File: config.mk
export PLATFORM = sky130hd
export DESIGN_NAME = uart_rx_os
export DESIGN_NICKNAME = d
export VERILOG_FILES = /design/src/rtl/uart_rx_os.sv
export SDC_FILE = /design/constraint.sdc
export NUM_CORES = 1
export LEC_CHECK = 0
export BUFFER_PORTS_ARGS = -buffer_cell sky130_fd_sc_hd__buf_2
export CORE_ASPECT_RATIO = 0.5
export CORE_MARGIN = 2
export CORE_UTILIZATION = 50
export CTS_CLUSTER_DIAMETER = 200
export DETAILED_ROUTE_END_ITERATION = 10
export GPL_ROUTABILITY_DRIVEN = 0
export PLACE_DENSITY = 0.65
export SYNTH_ARGS = -nofsm -noshare
export SYNTH_HDL_FRONTEND = slang
export SYNTH_SLANG_ARGS = --single-unit
export TNS_END_PERCENT = 30
File: constraint.sdc
create_clock -name clk -period 2.7 [get_ports clk]
set_input_delay 0.27 -clock clk [delete_from_list [all_inputs] [get_ports clk]]
set_output_delay 0.27 -clock clk [all_outputs]
set_load 0.01 [all_outputs]
File: src/rtl/uart_rx_os.sv
// uart_rx_os: 16x-oversampled 8N1 UART receiver with majority vote, false-start rejection and framing-error detection
module uart_rx_os #(
  parameter int CLK_FREQ   = 50000000,
  parameter int BAUD       = 9600,
  parameter int OVERSAMPLE = 16
) (
  input  logic       clk,
  input  logic       reset,
  input  logic       RXD,
  output logic [7:0] rx_data,
  output logic       rx_valid,
  output logic       frame_err,
  output logic       rx_busy
);
  localparam int DIV = CLK_FREQ / (BAUD * OVERSAMPLE);
  localparam int TW  = (DIV > 2) ? $clog2(DIV) : 1;
  localparam int SW  = $clog2(OVERSAMPLE);
  typedef enum logic [2:0] {IDLE, START, DATA, STOP, WAIT_IDLE} state_t;
  state_t state;
  logic [1:0] sync;
  logic [TW-1:0] tcnt;
  logic [SW-1:0] scnt;
  logic [2:0] smp;
  logic [2:0] idx;
  logic [7:0] shreg;
  logic rxs, tick, bit_end, stop_pt, maj, maj_stop;
  assign rxs      = sync[1];
  assign tick     = tcnt == TW'(DIV - 1);
  assign bit_end  = tick && scnt == SW'(OVERSAMPLE - 1);
  assign stop_pt  = tick && scnt == SW'(OVERSAMPLE / 2 + 1);
  assign maj      = (smp[0] & smp[1]) | (smp[0] & smp[2]) | (smp[1] & smp[2]);
  assign maj_stop = (smp[0] & smp[1]) | ((smp[0] | smp[1]) & rxs);
  assign rx_busy  = state != IDLE;
  always_ff @(posedge clk) begin
    if (reset) begin
      state     <= IDLE;
      sync      <= 2'b11;
      tcnt      <= '0;
      scnt      <= '0;
      smp       <= '0;
      idx       <= '0;
      shreg     <= '0;
      rx_data   <= '0;
      rx_valid  <= 1'b0;
      frame_err <= 1'b0;
    end else begin
      sync      <= {sync[0], RXD};
      rx_valid  <= 1'b0;
      frame_err <= 1'b0;
      tcnt      <= tick ? '0 : tcnt + 1'b1;
      if (tick) scnt <= (scnt == SW'(OVERSAMPLE - 1)) ? '0 : scnt + 1'b1;
      if (tick && scnt == SW'(OVERSAMPLE / 2 - 1)) smp[0] <= rxs;
      if (tick && scnt == SW'(OVERSAMPLE / 2)) smp[1] <= rxs;
      if (tick && scnt == SW'(OVERSAMPLE / 2 + 1)) smp[2] <= rxs;
      case (state)
        IDLE: if (!rxs) begin
          state <= START;
          tcnt  <= '0;
          scnt  <= '0;
        end
        START: if (bit_end) begin
          state <= maj ? IDLE : DATA;
          idx   <= '0;
        end
        DATA: if (bit_end) begin
          shreg[idx] <= maj;
          idx        <= idx + 1'b1;
          if (idx == 3'd7) state <= STOP;
        end
        STOP: if (stop_pt) begin
          if (maj_stop) begin
            rx_data  <= shreg;
            rx_valid <= 1'b1;
            state    <= IDLE;
          end else begin
            frame_err <= 1'b1;
            state     <= WAIT_IDLE;
          end
        end
        WAIT_IDLE: if (rxs) state <= IDLE;
        default: state <= IDLE;
      endcase
    end
  end
endmodule

==> impl_metrics.env <==
export IMPL_status="finished clean"
export IMPL_htree_levels=2
export IMPL_post_cts_setup_buffers=0
export IMPL_p_leak_nw=0.913
export IMPL_async_reset_ff_frac=0
export IMPL_slowest_stage="or4b_4"
export IMPL_cts_clk_slew_worst_paths_ns=0.07
export IMPL_rsz0062_at_grt="no"
export IMPL_power_density_mw_per_mm2=570
export IMPL_rrSetupSlack_ns=0.66
export IMPL_clockBufferDepth=2
export IMPL_hold_viol=0
export IMPL_crit_path_end_kind="flip-flop"
export IMPL_dp_hpwl_mm=2.53
export IMPL_antenna_found_initial=0
export IMPL_r2r_cells=6
export IMPL_drt_pass1_iter_count=4
export IMPL_drv_cap=0
export IMPL_grt_overflow=0
export IMPL_worstReg2RegEnd="rx_data[0]$_SDFFE_PP0P_"
export IMPL_wl_per_cell_um=13.2
export IMPL_coreArea_mm2=0.00384
export IMPL_cts_root_buf="clkbuf_8"
export IMPL_netlist_area_leader_share=0.426
export IMPL_start_util=0.513
export IMPL_cts_made_buffers=5
export IMPL_nFillCells=354
export IMPL_syn_area_mm2=0.00197
export IMPL_post_route_period_util=0.757
export IMPL_reg2reg_from="tcnt[0]$_SDFF_PP0_"
export IMPL_pwr_share_comb=0.085
export IMPL_fin_util=0.572
export IMPL_synth_avg_cell_area_um2=9.26
export IMPL_p_int_mw=0.973
export IMPL_min_path_cells=2
export IMPL_worst_pin_slew_ns=0.688
export IMPL_rows=16
export IMPL_worstHoldStart="RXD"
export IMPL_seq_area_frac_synth=0.426
export IMPL_seqPwrFrac=0.515
export IMPL_die_h_um=48.4
export IMPL_grt_max_degree=24
export IMPL_path_class="flip-flop to flip-flop"
export IMPL_io_buffers=13
export IMPL_postSynthCellCount=213
export IMPL_swShare=0.224
export IMPL_postCtsResizedCells=0
export IMPL_power_frac_clock=0.400
export IMPL_critPathMaxFanout=6
export IMPL_cts_sinks=42
export IMPL_required_ns=2.88
export IMPL_maxSlewViolCount=0
export IMPL_drc=0
export IMPL_routed_via_density=5.38
export IMPL_hold_path_end="sync[0]$_SDFF_PP1_"
export IMPL_vdd_ir_drop_worst_uv=256
export IMPL_clk_latency_ns=0.29
export IMPL_vias=1506
export IMPL_crit_path_start_kind="flip-flop"
export IMPL_setup_viol=0
export IMPL_ant_nets=0
export IMPL_die_area_mm2=0.00450
export IMPL_grt_pass1_wl_mm=6.46
export IMPL_totalWireLength_mm=3.69
export IMPL_crit_family="simple AND/OR/NAND/NOR gates"
export IMPL_path_buf_inv=1
export IMPL_postCtsHoldBufs=0
export IMPL_switching_power_mw=0.281
export IMPL_synth_ff_type="dfxtp_1"
export IMPL_critPathArrivalTime_ns=2.22
export IMPL_setup_tns_ns=0
export IMPL_synthToLayoutAreaGrowth_pct=11.4
export IMPL_slowest_delay_ns=0.53
export IMPL_grt_use_total=0.183
export IMPL_cts_tree="done"
export IMPL_syn_num_nets=223
export IMPL_timing_fmax_mhz=489
export IMPL_drive_above_1_share=0.142
export IMPL_fp_dieW_um=92.8
export IMPL_synth_edf_count=0
export IMPL_synth_area_top_cells="dfxtp_1, mux2i_1, nand2_1, ha_1, xor2_1"
export IMPL_final_common_cell="dfxtp_1"
export IMPL_finalClockSkew_ns=0.00503
export IMPL_hold_class="primary input to flip-flop"
export IMPL_slew_headroom=0.541
export IMPL_synth_seq_cells=42
export IMPL_grt_pass1_vias=1383
export IMPL_crit_chain="inv_1 -> ha_1 -> or4b_4 -> nor4_4 -> nand2_2 -> mux2i_1"
export IMPL_io_pins=14
export IMPL_final_min_clock_period_ns=2.04
export IMPL_yosys_warnings=0
export IMPL_final_cell_mix="dfxtp_1, nand2_1, mux2i_1"
export IMPL_diodes=0
export IMPL_dr_first_iter_drc_count=83
export IMPL_netlist_top_cell_by_area="dfxtp_1"
export IMPL_fin_nets=236
export IMPL_ys_types=40
==> area by class of cell <==
class,instances,area (um2),area share
inverter,7,26.3,0.0120
clock inverter,1,30.0,0.0137
multi-input combinational,155,1070,0.487
timing repair buffer,15,80.1,0.0364
sequential,42,841,0.382
clock buffer,6,82.6,0.0376
tap,54,67.6,0.0307
==> Yosys cell counts, drive strengths merged, types with 2 or more instances <==
cell / n
dfxtp: 42
nand2: 30
mux2i: 19
nor2: 18
a21oi: 8
clkbuf: 8
nand3: 8
xor2: 8
ha: 7
inv: 7
nand4: 7
and3: 5
nor4b: 5
nor3: 4
o21ai: 4
or2: 4
and4b: 3
nand3b: 3
and2: 2
and4: 2
maj3: 2
nand4b: 2
nor4: 2
==> layer usage <==
layer | GRT usage | share of wire | vias to the layer above
met5 | 0 | 0 | -
met4 | 0.0662 | 0.012 | 0
met3 | 0.0561 | 0.036 | 5
met2 | 0.286 | 0.45 | 18
met1 | 0.242 | 0.51 | 711
li1 | - | - | 772
==> stage by stage <==
step	std cells	hold slack, ns	area, um2	power, mW	setup slack, ns
after floorplan	213	0.374	1970	0.738	0.828
after global placement	273	0.392	2090	0.763	0.747
after detailed placement	273	0.400	2090	0.766	0.694
after CTS	280	0.144	2200	1.27	0.646
after global routing	280	0.170	2200	1.32	0.525
final	280	0.154	2200	1.25	0.655
==> power groups by stage <==
| stage | combinational [mW] | sequential, mW | clock [mW] |
|---|---|---|---|
| 2_1_floorplan | 0.0888 | 0.649 | 0 |
| 3_3_place_gp | 0.103 | 0.660 | 0 |
| 3_5_place_dp | 0.106 | 0.660 | 0 |
| 4_1_cts | 0.107 | 0.646 | 0.520 |
| 5_1_grt | 0.120 | 0.648 | 0.550 |
| 6_report | 0.107 | 0.646 | 0.501 |
==> logic make-up (layout without fill, tap and decap cells) <==
group                      count (synthesis)  after routing  synth area share
buffers and inverters                     16             29            0.0311
xor gates and xnor gates                   9              9            0.0400
muxes                                     19             19            0.0964
and+or+nand+nor                          100            100             0.287
AOI/OAI and AO/OA                         18             18            0.0653
DFF                                       42             42             0.426
adders and majority gates                  9              9            0.0545
==> how the worst max path moves through the flow <==
| stage | slack (ns) | startpoint | endpoint | cells after the start |
|---|---|---|---|---|
| floorplan | 0.83 | tcnt[0]$_SDFF_PP0_ | state[1]$_SDFFE_PP0P_ | 6 |
| global placement | 0.75 | tcnt[0]$_SDFF_PP0_ | rx_data[4]$_SDFFE_PP0P_ | 6 |
| detailed placement | 0.69 | tcnt[0]$_SDFF_PP0_ | rx_data[2]$_SDFFE_PP0P_ | 6 |
| CTS | 0.65 | tcnt[0]$_SDFF_PP0_ | rx_data[2]$_SDFFE_PP0P_ | 6 |
| global route | 0.52 | tcnt[0]$_SDFF_PP0_ | rx_data[0]$_SDFFE_PP0P_ | 6 |
| finish | 0.66 | tcnt[0]$_SDFF_PP0_ | rx_data[0]$_SDFFE_PP0P_ | 6 |
==> state kept, by name (all words and copies together) (netlist names) <==
register	flops
tcnt	9
rx_data	8
shreg	8
scnt	4
idx	3
smp	3
state	3
sync	2
frame_err	1
rx_valid	1
Note: power is estimated with default switching activity, not from simulation.
